$ cat config.mk
export PLATFORM = sky130hd
export DESIGN_NAME = des_round_stage
export DESIGN_NICKNAME = d
export VERILOG_FILES = /design/src/rtl/des_pkg.sv /design/src/rtl/des_f.sv /design/src/rtl/des_sbox.sv /design/src/rtl/des_round_stage.sv
export SDC_FILE = /design/constraint.sdc
export NUM_CORES = 1
export LEC_CHECK = 0
export ABC_AREA = 1
export ABC_CLOCK_PERIOD_IN_PS = 1250
export BUFFER_PORTS_ARGS = -buffer_cell sky130_fd_sc_hd__buf_4
export CORE_MARGIN = 2
export CORE_UTILIZATION = 45
export DETAILED_ROUTE_END_ITERATION = 6
export PLACE_DENSITY = 0.86
export SYNTH_ARGS = -nofsm -noshare
export SYNTH_HDL_FRONTEND = slang
export SYNTH_SLANG_ARGS = --single-unit
$ cat constraint.sdc
create_clock -name clk -period 1.25 [get_ports clk]
set_input_delay 0.1875 -clock clk [delete_from_list [all_inputs] [get_ports clk]]
set_output_delay 0.1875 -clock clk [all_outputs]
set_load 0.05 [all_outputs]
$ cat src/rtl/des_pkg.sv
// des_pkg: shared types, tables and helpers for the DES round datapath.
//   half_t   : 32-bit Feistel half, DES bit 1 at [31]
//   subkey_t : 48-bit round subkey, DES bit 1 at [47]
//   blk_t    : {l, r} pair carried through the stage registers
//   E_TABLE / P_TABLE : FIPS 46-3 tables, 1-based bit numbering
//   SBOX_ROWS : S-box rows, one 64-bit word per row, column 0 in the top nibble
//   expand()    : E expansion 32 -> 48
//   permute_p() : P permutation 32 -> 32
package des_pkg;

    typedef logic [31:0] half_t;
    typedef logic [47:0] subkey_t;

    typedef struct packed {
        half_t l;
        half_t r;
    } blk_t;

    localparam int E_TABLE [48] = '{
        32,  1,  2,  3,  4,  5,  4,  5,  6,  7,  8,  9,
         8,  9, 10, 11, 12, 13, 12, 13, 14, 15, 16, 17,
        16, 17, 18, 19, 20, 21, 20, 21, 22, 23, 24, 25,
        24, 25, 26, 27, 28, 29, 28, 29, 30, 31, 32,  1
    };

    localparam int P_TABLE [32] = '{
        16,  7, 20, 21, 29, 12, 28, 17,
         1, 15, 23, 26,  5, 18, 31, 10,
         2,  8, 24, 14, 32, 27,  3,  9,
        19, 13, 30,  6, 22, 11,  4, 25
    };

    // [box][row] -> 16 nibbles, column 0 in [63:60]
    localparam logic [63:0] SBOX_ROWS [8][4] = '{
        '{64'hE4D12FB83A6C5907, 64'h0F74E2D1A6CB9538, 64'h41E8D62BFC973A50, 64'hFC8249175B3EA06D},
        '{64'hF18E6B34972DC05A, 64'h3D47F28EC01A69B5, 64'h0E7BA4D158C6932F, 64'hD8A13F42B67C05E9},
        '{64'hA09E63F51DC7B428, 64'hD709346A285ECBF1, 64'hD6498F30B12C5AE7, 64'h1AD069874FE3B52C},
        '{64'h7DE3069A1285BC4F, 64'hD8B56F03472C1AE9, 64'hA690CB7DF13E5284, 64'h3F06A1D8945BC72E},
        '{64'h2C417AB6853FD0E9, 64'hEB2C47D150FA3986, 64'h421BAD78F9C5630E, 64'hB8C71E2D6F09A453},
        '{64'hC1AF92680D34E75B, 64'hAF427C9561DE0B38, 64'h9EF528C3704A1DB6, 64'h432C95FABE17608D},
        '{64'h4B2EF08D3C975A61, 64'hD0B7491AE35C2F86, 64'h14BDC37EAF680592, 64'h6BD814A7950FE23C},
        '{64'hD2846FB1A93E50C7, 64'h1FD8A374C56B0E92, 64'h7B419CE206ADF358, 64'h21E74A8DFC90356B}
    };

    // DES bit n of a 32-bit half lives at [32-n]; of the 48-bit word at [48-n].
    function automatic subkey_t expand(input half_t r);
        subkey_t    e;
        logic [4:0] src;
        e = '0;
        for (int i = 0; i < 48; i++) begin
            src = 5'(32 - E_TABLE[i]);
            e[6'(47 - i)] = r[src];
        end
        return e;
    endfunction

    function automatic half_t permute_p(input half_t s);
        half_t      p;
        logic [4:0] src;
        p = '0;
        for (int i = 0; i < 32; i++) begin
            src = 5'(32 - P_TABLE[i]);
            p[5'(31 - i)] = s[src];
        end
        return p;
    endfunction

endpackage

$ cat src/rtl/des_f.sv
// des_f: combinational DES f-function, f(R,K) = P(S1..S8(E(R) ^ K)).
//   r_i : right half R(i-1)
//   k_i : round subkey K(i)
//   f_o : f-function result
module des_f
    import des_pkg::*;
(
    input  half_t   r_i,
    input  subkey_t k_i,
    output half_t   f_o
);

    subkey_t x;
    half_t   s_layer;

    assign x = expand(r_i) ^ k_i;

    // group g (S(g+1)) takes x[47-6g -: 6] and lands in s_layer[31-4g -: 4]
    for (genvar g = 0; g < 8; g++) begin : g_sbox
        des_sbox #(.IDX(g)) u_sbox (
            .six_i (x[47-6*g -: 6]),
            .nib_o (s_layer[31-4*g -: 4])
        );
    end

    assign f_o = permute_p(s_layer);

endmodule

$ cat src/rtl/des_sbox.sv
// des_sbox: one DES S-box lookup (6 -> 4 bits), box chosen by IDX (0 = S1).
//   six_i : 6-bit group b5..b0; row = {b5,b0}, column = b4..b1
//   nib_o : 4-bit S-box output
module des_sbox
    import des_pkg::*;
#(
    parameter int IDX = 0
) (
    input  logic [5:0] six_i,
    output logic [3:0] nib_o
);

    localparam logic [2:0] SEL = 3'(IDX);

    logic [1:0]  row;
    logic [3:0]  col;
    logic [63:0] row_bits;
    logic [5:0]  sh;

    assign row      = {six_i[5], six_i[0]};
    assign col      = six_i[4:1];
    assign row_bits = SBOX_ROWS[SEL][row];
    // column 0 sits in the top nibble, so the shift is (15-col)*4
    assign sh       = {~col, 2'b00};
    assign nib_o    = row_bits[sh +: 4];

endmodule

$ cat src/rtl/des_round_stage.sv
// des_round_stage: one registered DES Feistel round with valid/ready handshake.
//   clk, n_rst           : clock, async active-low reset
//   in_valid/in_ready    : input handshake
//   in_l, in_r, in_key   : L(i-1), R(i-1), K(i)
//   in_last              : final round, no half swap
//   in_tag               : sideband carried to out_tag
//   out_valid/out_ready  : output handshake
//   out_l, out_r, out_tag: L(i), R(i), tag
// Build option DES_ROUND_SKID_EN: adds a one-entry skid buffer behind the
// output register and makes in_ready a flop (no path from out_ready).
module des_round_stage
    import des_pkg::*;
#(
    parameter int TAG_W = 4
) (
    input  logic             clk,
    input  logic             n_rst,
    input  logic             in_valid,
    output logic             in_ready,
    input  logic [31:0]      in_l,
    input  logic [31:0]      in_r,
    input  logic [47:0]      in_key,
    input  logic             in_last,
    input  logic [TAG_W-1:0] in_tag,
    output logic             out_valid,
    input  logic             out_ready,
    output logic [31:0]      out_l,
    output logic [31:0]      out_r,
    output logic [TAG_W-1:0] out_tag
);

    half_t f;
    blk_t  res;
    logic  in_xfer, out_xfer;

    des_f u_f (
        .r_i (in_r),
        .k_i (in_key),
        .f_o (f)
    );

    // last round keeps the halves in place
    always_comb begin
        res = '0;
        if (in_last) begin
            res.l = in_l ^ f;
            res.r = in_r;
        end else begin
            res.l = in_r;
            res.r = in_l ^ f;
        end
    end

    logic             vld_q, vld_d;
    blk_t             blk_q, blk_d;
    logic [TAG_W-1:0] tag_q, tag_d;

    assign in_xfer  = in_valid & in_ready;
    assign out_xfer = vld_q & out_ready;

`ifdef DES_ROUND_SKID_EN
    logic             skid_vld_q, skid_vld_d;
    blk_t             skid_blk_q, skid_blk_d;
    logic [TAG_W-1:0] skid_tag_q, skid_tag_d;
    logic             rdy_q, rdy_d;

    assign in_ready = rdy_q;

    always_comb begin
        vld_d      = vld_q;
        blk_d      = blk_q;
        tag_d      = tag_q;
        skid_vld_d = skid_vld_q;
        skid_blk_d = skid_blk_q;
        skid_tag_d = skid_tag_q;
        if (skid_vld_q) begin
            // in_ready is low here, so only a drain can happen
            if (out_xfer) begin
                blk_d      = skid_blk_q;
                tag_d      = skid_tag_q;
                skid_vld_d = 1'b0;
            end
        end else if (in_xfer) begin
            if (vld_q && !out_ready) begin
                skid_vld_d = 1'b1;
                skid_blk_d = res;
                skid_tag_d = in_tag;
            end else begin
                vld_d = 1'b1;
                blk_d = res;
                tag_d = in_tag;
            end
        end else if (out_xfer) begin
            vld_d = 1'b0;
        end
        rdy_d = !skid_vld_d;
    end

    always_ff @(posedge clk or negedge n_rst) begin
        if (!n_rst) begin
            vld_q      <= 1'b0;
            blk_q      <= '0;
            tag_q      <= '0;
            skid_vld_q <= 1'b0;
            skid_blk_q <= '0;
            skid_tag_q <= '0;
            rdy_q      <= 1'b1;
        end else begin
            vld_q      <= vld_d;
            blk_q      <= blk_d;
            tag_q      <= tag_d;
            skid_vld_q <= skid_vld_d;
            skid_blk_q <= skid_blk_d;
            skid_tag_q <= skid_tag_d;
            rdy_q      <= rdy_d;
        end
    end
`else
    assign in_ready = !vld_q | out_ready;

    always_comb begin
        vld_d = vld_q;
        blk_d = blk_q;
        tag_d = tag_q;
        if (in_xfer) begin
            vld_d = 1'b1;
            blk_d = res;
            tag_d = in_tag;
        end else if (out_xfer) begin
            vld_d = 1'b0;
        end
    end

    always_ff @(posedge clk or negedge n_rst) begin
        if (!n_rst) begin
            vld_q <= 1'b0;
            blk_q <= '0;
            tag_q <= '0;
        end else begin
            vld_q <= vld_d;
            blk_q <= blk_d;
            tag_q <= tag_d;
        end
    end
`endif

    assign out_valid = vld_q;
    assign out_l     = blk_q.l;
    assign out_r     = blk_q.r;
    assign out_tag   = tag_q;

endmodule

==> results.md, run 1 <==
- The top cell type by area accounts for 26.67% of the synthesized area.
- The cell count after synthesis is 1,045.
- The initial standard-cell utilization of the core is 46.28%.
- The root buffer cell is clkbuf_16.
- The hold violation total from the final report is 0.
- Setup slack on the worst reg-to-reg path comes out at 0.04 ns.
- The number of top-level pins is 191.
- The clock-pin slew on the worst setup and hold paths is 0.06 ns.
- The standby leakage power is 5.396 nW.
- The first-pass GRT wire length is 32,720 µm.
- The portion of the post-synthesis area used by sequential elements is 26.67%.
- For the worst flop-to-flop path, the logic depth is 6.
- The endpoint arrival time on the critical path is 1.69 ns.
- 0 antenna diodes ended up in the layout.
- The netlist uses 31 different library cells.
- Synthesis produced a netlist with a net count of 1,210.
- The end of the worst register-to-register path is out_r[10].
- The most used standard cell by instance count after synthesis is nand2_1.
- The pin count of the biggest net entering global routing is 43.
- Setup repair after global routing could not meet its margin everywhere.
- The longest clock path from root to sink contains 2 buffers.
- The die boundary width is 123.9 µm.
- The run finished, with violations left.
- For the finished layout, the period the worst path requires is 1.483 ns.
- The source-to-sink clock delay at the later pin of the worst-skew pair is 0.33 ns.
- The final critical path takes up 118.6% of the cycle.
- Across every metal layer, demand over resource in global routing totals 26.25%.
- STA puts the critical path data required time at 1.46 ns.
- The detail route stage leaves a number of antenna-violating nets equal to 0.
- The number of synthesized register bits is 69.
- Along the worst path, the maximum fanout reaches 10.
- The via count of the first global-routing pass was 7,230.
- In this run the number of H-tree levels came out at 3.
- The number of fill cells in the layout is 1,060.
- The sink count of the clock tree is 69.
- Overall power consumption after layout is estimated at 11.50 mW.
- The worst pin sits at a relative slew slack of 72.86%.
- In this run the core area contains 43 standard-cell rows.
- The count of final max-slew check failures is 0.
- The number of flops mapped to enable cells by yosys is 0.
- The number of buffers added on ports is 190.
- Dividing the detail-routed via count by the number of cells gives 5.380.
- The total non-filler cell area in the finished layout is 0.01042 mm².
- The kind of capture point of the worst setup path is a register.
- The detailed-route wire length is 22,230 µm.
- The critical path is of the in2reg type.
- The final worst clock skew is 0.006334 ns.
- After global routing the overflow that remains totals 0.
- The initial antenna violation count is 0.
- The die area is 0.01536 mm².
- Setup slack on the critical path of the routed design comes to -0.2329 ns.
- Setup violations remaining at the end of the flow were counted as 24.
- For this run, the number of standard cells in the final layout without fillers is 1,505.
- After synthesis, the mean cell area works out to 6.195 µm².
- Hold timing on the final database bottoms out at a slack of 0.06233 ns.
- The CTS tree is done.
- The cell area that synthesis handed to floorplanning was 0.006474 mm².
- The routed layout has 8,097 vias.
- The number of maximum-capacitance constraint violations is 0.
- The placer congestion estimate is 0.9404.
- The HPWL after detailed placement is 15,510 µm.
- The number of clock buffers inserted by TritonCTS is 9.
- Summing all placed instances gives a cell area of 0.009168 mm².
- Among all flip-flop cells after synthesis, the most frequent one is dfrtp_1.
- The area of the placeable core is 0.01399 mm².
- The share of cells above drive strength 1 is 38.42%.
- The worst IR drop on VDD is 0.0006279 V.
- Sorting the synthesized cells by how often they occur yields 420 x nand2_1, 154 x nand3_1, 98 x inv_1, 69 x dfrtp_1.
- The start of the worst register-to-register path is out_valid.
- For this run, design rule violations remaining after detail routing come to 0.
- In the final routed layout, each cell accounts on average for 14.77 µm.
- The first routing iteration left 686 violations.
- The die extent in y is 123.9 µm.
- The number of iterations in the first detailed-routing pass is 5.
- The checks that failed: negative setup slack.
- For this run, the number of Yosys warnings is 0.
- The library cell occupying the most area in the post-synthesis netlist is dfrtp_1.
- The number of nets in the layout is 1,486.
- The worst setup path endpoint is out_r[10].
- The power per cell area is 1104 mW/mm².
- STA classifies the critical path startpoint as a primary input.
- The classification of the worst-slack hold path is in2reg.
- By area the synthesized netlist is led by dfrtp_1 27%, nand2_1 24%, nand3_1 12%.
- The share of async-settable or async-resettable flops after synthesis is 100.0%.
- Before CTS, the worst setup slack after placement is -0.6021 ns.
- The number of placed cells counting well taps is 1,477.
- The pin slew with the least headroom to its limit is 0.4042 ns.
- The critical path launch point is in_r[4].
- From synthesis to final layout, the design area changed by 60.94%.
- Based on the critical path, the design can be clocked at up to 0.6744 GHz.
-- where the power goes --
group          leakage, nW  internal, mW  total (mW)  switching, mW
Sequential           0.808          2.61        2.83          0.226
Clock                0.147          1.74        2.74           1.01
Combinational         4.44          2.21        5.93           3.72
Total                 5.40          6.55        11.5           4.95
-- area by class of cell --
type	count	area [µm²]	area share (%)
Inverter	104	469.2	4.503
Multi-Input combinational cell	838	5156	49.49
Sequential cell	69	1728	16.58
Timing Repair Buffer	299	2526	24.25
Clock inverter	6	88.84	0.8527
Tap cell	180	225.2	2.162
Clock buffer	9	225.2	2.162
-- kinds of logic after synthesis --
kind of cell               count (synthesis)  synth area share, %
AOI/OAI and AO/OA                        133                11.79
buffers and inverters                    139                8.485
and+or+nand+nor                          630                40.03
DFF                                       69                26.67
xor gates and xnor gates                  30                4.523
adders and majority gates                 44                8.504
-- worst max-delay path, stage by stage --
cell	delay (ns)
buf_4	0.15
buf_4	0.15
inv_2	0.07
nand2_1	0.07
nand2_2	0.22
nand2_1	0.13
nand2_1	0.07
nand2_1	0.05
nand2_1	0.07
nand2_1	0.06
nand3_2	0.07
nand2_1	0.06
nand2_1	0.09
nand3_1	0.10
nand2_1	0.08
nand2_1	0.07
-- per-layer routing --
layer  vias up  global-route usage (%)  share of wire, %
met4         0                   9.691               3.7
met1      3767                   33.29                40
met2       320                   45.26                50
li1       3926                       -                 -
met3        84                   3.938               6.4
met5         -                       0                 0
-- sequential cells by signal, summed over array words and instances (netlist names) --
name       flops
out_r         32
out_valid      1
out_tag        4
out_l         32
-- stage by stage --
stage / utilization [%] / setup TNS (ns)
2_1_floorplan: - / -7.459
3_3_place_gp: 65.54 / -13.21
3_5_place_dp: 65.54 / -14.25
4_1_cts: 70.66 / -1.566
5_1_grt: 74.48 / -5.631
6_report: 74.48 / -2.539
-- timing repair --
action                                  in CTS  in global routing
cloned                                       1                  1
setup buffers                                4                  8
endpoints found under the hold margin       69                  0
gates resized for setup                     90                117
endpoints found under the setup margin      31                 34
hold buffers                                 1                  0
pin swaps                                   81                111
-- placed cells by master, fill, tap and decap left out, types with 3 or more instances in the layout --
master,count
a21oi_1,41
a21oi_2,3
a31oi_1,33
buf_12,11
buf_4,265
buf_6,9
buf_8,12
clkbuf_16,10
clkinvlp_4,6
dfrtp_1,68
ha_1,25
ha_2,9
ha_4,10
inv_1,70
inv_2,18
inv_4,5
inv_6,3
nand2_1,365
nand2_2,45
nand2_4,14
nand2_8,3
nand3_1,106
nand3_2,46
nor2_1,39
o211ai_1,14
o21ai_0,14
o21ai_1,16
o21ai_2,6
or2_1,4
xnor2_1,11
xnor2_2,3
xnor2_4,8
xor2_4,4
-- worst min-delay path by stage --
stage | start | end | cells past startpoint
finish | in_tag[1] | out_tag[1] | 3
global route | in_tag[1] | out_tag[1] | 3
CTS | in_tag[1] | out_tag[1] | 3
detailed placement | n_rst | out_l[26] | 2
global placement | n_rst | out_r[23] | 2
floorplan | n_rst | out_l[0] | 0
Note: power is estimated with default switching activity, not from simulation.
==> run 2: changes to the inputs <==
--- a/config.mk
+++ b/config.mk
@@ -8,6 +8,7 @@
 export ABC_AREA = 1
 export ABC_CLOCK_PERIOD_IN_PS = 1250
 export BUFFER_PORTS_ARGS = -buffer_cell sky130_fd_sc_hd__buf_4
+export CORE_ASPECT_RATIO = 1.4
 export CORE_MARGIN = 2
 export CORE_UTILIZATION = 45
 export DETAILED_ROUTE_END_ITERATION = 6
==> run 2 against run 1 <==
- the flow still finishes with violations (negative setup slack)
- sequential power hardly changed
- power is 1.6% higher
- critical endpoint is now out_l[10]
- non-clock buffer count is 5 higher
- die area about the same
- critical path type unchanged
- fmax increased by 1.6%
- worst setup slack better by 0.024 ns
- highest routed layer unchanged
==> results.md, run 2 (synthesis gave the netlist of run 1 again) <==
- The initial detailed-routing violation count is 544.
- The startpoint type of the worst setup path is a primary input.
- In this run the critical register-to-register path is captured at out_r[13].
- Counting cells, the worst reg-to-reg path comes to 6.
- The via density per instance is 5.433.
- The placer congestion estimate is 0.9556.
- Dividing the detail-routed wire length by the instance count gives 15.53 µm.
- The standby leakage power is 5.495 nW.
- Setup repair after global routing could not meet its margin everywhere.
- The maximum achievable frequency is 0.6854 GHz.
- For this block, the routed nets add up to 23,530 µm of wire.
- The category of the most critical setup path is in2reg.
- In this run the worst hold path is classified as in2reg.
- Of the available clock period, the critical path in the final layout requires 116.7%.
- The cell sitting at the root of the clock tree is a clkbuf_16.
- The via count of the first global-routing pass is 7,832.
- In the global route stage, met3 resource usage came out at 2.866%.
- The number of clock buffers added by TritonCTS is 9.
- For the worst setup path, the data arrival time is 1.69 ns.
- The worst-case IR drop observed on VDD is 0.0007400 V.
- Cells fill 76.02% of the core in the end.
- The run finished, with violations left.
- The layer flagged by global routing as most heavily used is met2.
- The die covers 0.01538 mm².
- The die boundary width is 105.4 µm.
- Entering global routing, the biggest net connects 70 pins.
- The slack of the worst reg-to-reg path is 0.01 ns.
- The number of buffers added on ports is 190.
- The share of cells above drive strength 1 is 39.32%.
- Clock skew on the completed layout was measured at 0.01104 ns.
- The number of antenna diodes in the final layout is 0.
- The initial standard-cell utilization of the core is 46.32%.
- In the global route stage, overall resource usage came out at 28.03%.
- Across all setup checks in the final design, the least slack found is -0.2091 ns.
- The final layout contains 1,491 nets.
- The buffer levels on the longest clock path is 2.
- The most common library cell in the layout ignoring fill and taps is nand2_1.
- Data on the critical path is required at its endpoint by 1.48 ns.
- The first global-routing pass estimated 35,510 µm of wire.
- The post-synthesis to final-layout area growth is 64.11%.
- The number of top-level pins is 191.
- The hold violation total from the final report is 0.
- The number of nets with antenna violations after detailed routing is 0.
- The critical path launch point is in_r[3].
- The worst setup slack after placement is -0.5087 ns.
- Measured along the y axis, the die boundary spans 145.9 µm.
- The post-detailed-route DRC marker count is 0.
- The checks that failed: negative setup slack.
- The initial antenna violation count is 0.
- After layout, the design draws a total of 11.69 mW.
- The area of the placeable core is 0.01397 mm².
- The count of final max-slew check failures came to 0.
- The number of maximum-capacitance constraint violations is 0.
- Dividing total power by cell area gives a power density of 1101 mW/mm².
- The source-to-sink clock delay at the later pin of the worst-skew pair is 0.35 ns.
- Counting I/O delays and the setup requirement, the final critical path takes 1.459 ns.
- Of all nets on the critical path, the largest fanout is 4.
- The count of endpoints failing setup in the final report is 25.
- The total overflow left after global routing is 0.
- The site row count is 51.
- The top cell types in the final layout, fill and taps aside, are 364 x nand2_1, 262 x buf_4, 96 x nand3_1.
- For this design, the sink count on the clock tree is 69.
- The worst setup path endpoint is out_l[10].
- The number of standard cells in the layout, taps in and fillers out is 1,515.
- The clock-pin slew on the worst setup and hold paths is 0.06 ns.
- Global routing used 50.81% of the available met2 tracks.
- The tightest hold path in the finished design has a slack of 0.05418 ns.
- TritonCTS built the clock tree.
- The number of iterations in the first detailed-routing pass is 7.
- The kind of capture point of the worst setup path is a register.
- The H-tree generated during clock tree synthesis spans 3 levels.
- For this block, the via count after detailed routing is 8,231.
- The pin slew with the least headroom to its limit is 0.3798 ns.
- The worst pin sits at a relative slew slack of 74.68%.
- The total half-perimeter wirelength after legalization and detailed placement is 16,240 µm.
- Counting tap cells, the placed design contains a total of 1,489 instances.
- The worst register-to-register path begins at out_valid.
- The met1 usage is 30.44%.
## run 2: changes by cell type in the layout (fill, tap and decap cells not counted), moves of 3 or more
cell	change
buf_12	+6
buf_4	-3
buf_6	+4
ha_2	-5
ha_4	+4
nand3_1	-10
nand3_2	+12
o21ai_0	+3
## run 2: how the worst min path moves through the flow
| stage | from | endpoint | slack (ns) | cells after the start |
|---|---|---|---|---|
| 6_report | in_tag[2] | out_tag[2] | 0.05 | 3 |
| 5_1_grt | in_tag[1] | out_tag[1] | 0.06 | 3 |
| 4_1_cts | in_tag[2] | out_tag[2] | 0.05 | 3 |
| 3_5_place_dp | n_rst | out_l[27] | 0.24 | 2 |
| 3_3_place_gp | n_rst | out_l[27] | 0.22 | 2 |
| 2_1_floorplan | n_rst | out_l[0] | -0.11 | 0 |
## run 2: area by class of cell
class                   instances  area, µm²
repair buffers                304       2629
inverters                     104      478.0
clock inverters                 6      88.84
clock buffers                   9      225.2
flip-flops and latches         69       1728
well taps                     185      231.5
fillers                       972       3351
multi-input cells             838       5244
## run 2: metal layers
layer  up-vias  wire length, µm
li1       3940                -
met1      3748             8184
met2       399            12420
met3       144             1287
met4         0             1638
met5         -                0
## run 2: worst max-delay path, stage by stage
cell	delay (ns)
buf_8	0.10
xnor2_4	0.18
buf_4	0.16
buf_4	0.11
ha_1	0.16
nand2_1	0.08
nand3_1	0.11
nand3_1	0.11
nand3_2	0.11
nand2_1	0.08
nand2_1	0.09
nand3_1	0.08
nand2_1	0.08
nand2_1	0.05
## run 2: report_power, final
| group | leakage, nW | switching, mW | internal [mW] |
|---|---|---|---|
| logic | 4.54 | 3.82 | 2.26 |
| registers | 0.808 | 0.238 | 2.61 |
| clock network | 0.147 | 1.03 | 1.73 |
## run 2: what timing repair did
action	4_1_cts	5_1_grt
hold endpoints to repair	69	0
pin swaps	70	105
resized for setup	94	139
gates cloned	1	0
endpoints found under the setup margin	31	57
buffers inserted	2	9
hold buffers	1	0
## run 2: through the flow
stage | setup TNS, ns | cell area (µm²)
final | -2.832 | 10620
after global routing | -6.061 | 10620
after CTS | -1.252 | 9972
after detailed placement | -14.13 | 9251
after global placement | -13.17 | 9251
after floorplan | -7.459 | 6952
==> run 3: changes to the inputs <==
--- a/config.mk
+++ b/config.mk
@@ -5,14 +5,15 @@
 export SDC_FILE = /design/constraint.sdc
 export NUM_CORES = 1
 export LEC_CHECK = 0
-export ABC_AREA = 1
 export ABC_CLOCK_PERIOD_IN_PS = 1250
 export BUFFER_PORTS_ARGS = -buffer_cell sky130_fd_sc_hd__buf_4
 export CORE_ASPECT_RATIO = 1.4
 export CORE_MARGIN = 2
 export CORE_UTILIZATION = 45
 export DETAILED_ROUTE_END_ITERATION = 6
-export PLACE_DENSITY = 0.86
+export HOLD_SLACK_MARGIN = 0.08
+export PLACE_DENSITY = 0.85
+export SKIP_CTS_REPAIR_TIMING = 1
 export SYNTH_ARGS = -nofsm -noshare
 export SYNTH_HDL_FRONTEND = slang
 export SYNTH_SLANG_ARGS = --single-unit
==> run 3 against run 2 <==
- the run still ends with negative setup slack left
- synthesized area grew 3.0%
- clock-buffer cell count is the same
- via count shrank 9.6%
- largest cell class unchanged
- largest power group unchanged
==> results.md, run 3 <==
- The worst-case IR drop observed on VDD is 0.0009241 V.
- The die is 106.9 µm wide.
- The share of cells above drive strength 1 is 49.95%.
- The ratio of final minimum period to clock period is 177.9%.
- Summing every instance area after synthesis gives 0.006669 mm².
- The site row count is 52.
- The first detailed-routing pass ran for 6 iterations.
- In the final routed layout, each cell accounts on average for 18.78 µm.
- The top cell types in the final layout, fill and taps aside, are 338 x buf_4, 73 x nand2_1, 68 x dfrtp_1.
- The initial antenna violation count came to 0.
- The number of synthesized register bits is 69.
- The final setup slack of the worst path is -0.9735 ns.
- The area growth from synthesis to layout is 65.85%.
- The hold-critical path depth is 3.
- The standard cell with the maximum stage delay on the critical path is mux4_2.
- Traced cell by cell, the critical path runs through buf_4 -> xor2_4 -> inv_4 -> ha_2 -> mux4_2 -> mux4_2 -> xor2_2 -> mux2i_1 -> a21oi_1.
- The first global-routing pass estimated 33,350 µm of wire.
- The library cell occupying the most area in the post-synthesis netlist is dfrtp_1.
- Across all hold checks on the routed design, the worst slack comes to 0.08394 ns.
- Counting flops with a built-in enable in the synthesized netlist gives 0.
- In this run, distinct cell masters in the synthesized netlist total 64.
- The final worst clock skew is 0.009315 ns.
- Sorting the synthesized cells by how often they occur yields 77 x nand2_1, 69 x dfrtp_1, 68 x mux2i_1, 54 x o21ai_0, 48 x a21oi_1.
- The number of clock buffers inserted by TritonCTS is 9.
- At the later pin of the worst-skew pair, clock insertion delay measures 0.34 ns.
- With fillers left out, the area of the finished cells amounts to 0.01106 mm².
- Setup repair after global routing could not meet its margin everywhere.
- The maximum single-stage delay on the critical path is 0.52 ns.
- The initial detailed-routing violation count is 389.
- The library cell used most frequently in the layout, excluding fill and tap cells, is buf_4.
- The remaining max-slew budget at the tightest pin is 49.00%.
- The pin count of the biggest net entering global routing is 47.
- In the post-synthesis netlist, the biggest area contributors are dfrtp_1 26%, mux2i_1 10%, ha_1 8.3%.
- The kind of capture point of the worst setup path is a register.
- The clock-pin slew on the worst setup and hold paths is 0.06 ns.
- For the pin with the worst max-slew slack, the measured transition is 0.7625 ns.
- In the synthesized netlist the dominant register cell turns out to be dfrtp_1.
- The power per cell area is 1110 mW/mm².
- For this run, the number of Yosys warnings is 0.
- The total overflow left after global routing is 0.
- The internal portion of the total power is 6.939 mW.
- The number of vias in the routed layout is 7,444.
- The fraction of the core area covered by cells at the end of the flow is 76.23%.
- The number of maximum-capacitance constraint violations is 0.
- For this run, the post-layout net count is 1,257.
- After detailed placement, the total cell area comes to 0.009878 mm².
- The hold violation total from the final report is 0.
- The worst setup slack after placement is -1.192 ns.
- The total half-perimeter wirelength after legalization and detailed placement is 16,900 µm.
- After synthesis, the share of flip-flops with an asynchronous set or reset is 100.0%.
- Summed over all cells, the static leakage comes to 5.059 nW.
- In the final layout, the multi-input gates occupy 0.005587 mm².
- The via count of the first global-routing pass is 7,151.
- Global routing used 26.18% of the available tracks across all layers.
- The post-detailed-route DRC marker count is 0.
- The worst hold path belongs to the class in2reg.
- The initial standard-cell utilization of the core is 45.96%.
- The H-tree was split into 3 levels.
- The antenna cell count is 0.
- The proportion of netlist area held by the largest area contributor is 25.89%.
- The number of buffers and inverters on the critical path is 2.
- Timing would allow up to 0.4497 GHz.
- The total net switching power is 5.333 mW.
- The kind of cell with the highest combined delay along the critical path is multiplexers.
- The sink count of the clock tree is 69.
- After technology mapping, the gate count stands at 750.
- The routed design has 24,150 µm of wire.
- Data on the critical path arrives at its endpoint at 2.43 ns.
- The number of top-level pins is 191.
- The sequential fraction of design power is 23.3%.
- The per-instance average area after synthesis is 8.892 µm².
- The highest net fanout along the worst path is 4.
- The count of final max-slew check failures is 0.
- The layout has 962 filler cells.
- The flow ran to the end, but the final reports show violations.
- The number of buffers added on ports is 190.
- Setup violations remaining at the end of the flow were counted as 33.
- The data required time at the worst endpoint is 1.45 ns.
- The count of nets left with antenna violations once routing finished came out at 0.
- The routed design could run at a clock period as short as 2.224 ns.
- The logic depth of the worst register-to-register path is 6.
- The switching part of the total is 43.46%.
- The floorplan step set the die height to 148.0 µm.
- nand2_1 is the most common cell in the netlist.
- Summing all flip-flop and latch instances after layout gives 0.001728 mm².
- The die area is 0.01582 mm².
- Of the total power, the clock network draws 20.6%.
- Dividing the detail-routed via count by the number of cells gives 5.788.
- Summing the sequential cell areas from Yosys gives 25.89% of the chip area.
- The worst setup path is of the in2reg kind.
- The clock passes through at most 2 buffers.
- The cell depth of the worst setup path is 9.
- In this design, the critical path's most frequently occurring cell is mux4_2.
- The area of the placeable core is 0.01451 mm².
- CTS placed an instance of clkbuf_16 at the clock tree root.
- Combinational cells account for 56.2% of the total power.
- The final reports fail on negative setup slack.
- The worst setup path is launched from a primary input.
- The net count after synthesis is 915.
- For flop-to-flop paths, the worst setup slack is -0.20 ns.
- Routability-driven placement finished with a final weighted congestion of 0.9061.
- In the final timing run, aggregate negative setup slack is -19.73 ns.
- The CTS tree is done.
## run 3: cell types whose count changed in the layout (fill, tap and decap cells not counted), sizes merged, moves of 21 or more
cell,previous run,this run
nand2,427,77
nand3,154,32
buf,303,375
inv,99,31
mux2i,0,68
a31oi,33,7
xor2,8,30
mux4,0,21
## run 3: worst paths after layout
check | from | end
worst min register to register | out_tag[0] | out_tag[0]
worst max register to register | out_valid | out_l[7]
min in group asynchronous | n_rst | out_r[5]
max in group asynchronous | n_rst | out_l[16]
worst min-delay path | in_tag[0] | out_tag[0]
worst max-delay path | in_r[3] | out_l[10]
## run 3: kinds of logic (layout without fill, tap and decap cells)
group	count (synthesis)	in the layout	share of synthesized area (%)
AO/OA/AOI/OAI	171	171	15.82
AND/OR/NAND/NOR	225	226	17.39
XOR/XNOR	71	71	10.23
flip-flops	69	69	25.89
multiplexers	93	93	17.97
adder cells (fa/ha/maj)	44	44	8.255
buffers and inverters	77	423	4.446
## run 3: area by class of cell
type	instances	share of cell area, %
clock inverter	7	0.5656
timing repair buffer	379	27.90
tap	189	2.138
sequential	69	15.62
multi-input combinational	605	50.51
clock buffer	9	2.036
inverter	28	1.233
## run 3: layer usage
metal / vias to the layer above / global-route usage (%) / wire (µm)
li1: 3417 / - / -
met1: 3607 / 27.15 / 8349
met2: 320 / 51.05 / 13510
met3: 100 / 4.321 / 1234
met4: 0 / 10.65 / 1052
met5: - / 0 / 0
## run 3: tightest hold or removal path, delay by kind of cell
kind                   cells  cell delay [ns]
AND/OR/NAND/NOR            2             0.11
buffers and inverters      1             0.08
## run 3: stage by stage
stage | instances | power, mW
after floorplan | 750 | 6.682
after global routing | 1286 | 12.79
after CTS | 1265 | 11.53
final | 1286 | 12.27
after global placement | 1249 | 8.795
after detailed placement | 1249 | 8.992
## run 3: power by group through the flow
stage | combinational, mW | sequential, mW | clock, mW
4_1_cts | 6.13 | 2.84 | 2.56
6_report | 6.90 | 2.85 | 2.52
3_3_place_gp | 5.93 | 2.87 | 0
5_1_grt | 7.26 | 2.89 | 2.64
3_5_place_dp | 6.11 | 2.88 | 0
2_1_floorplan | 2.46 | 4.22 | 0
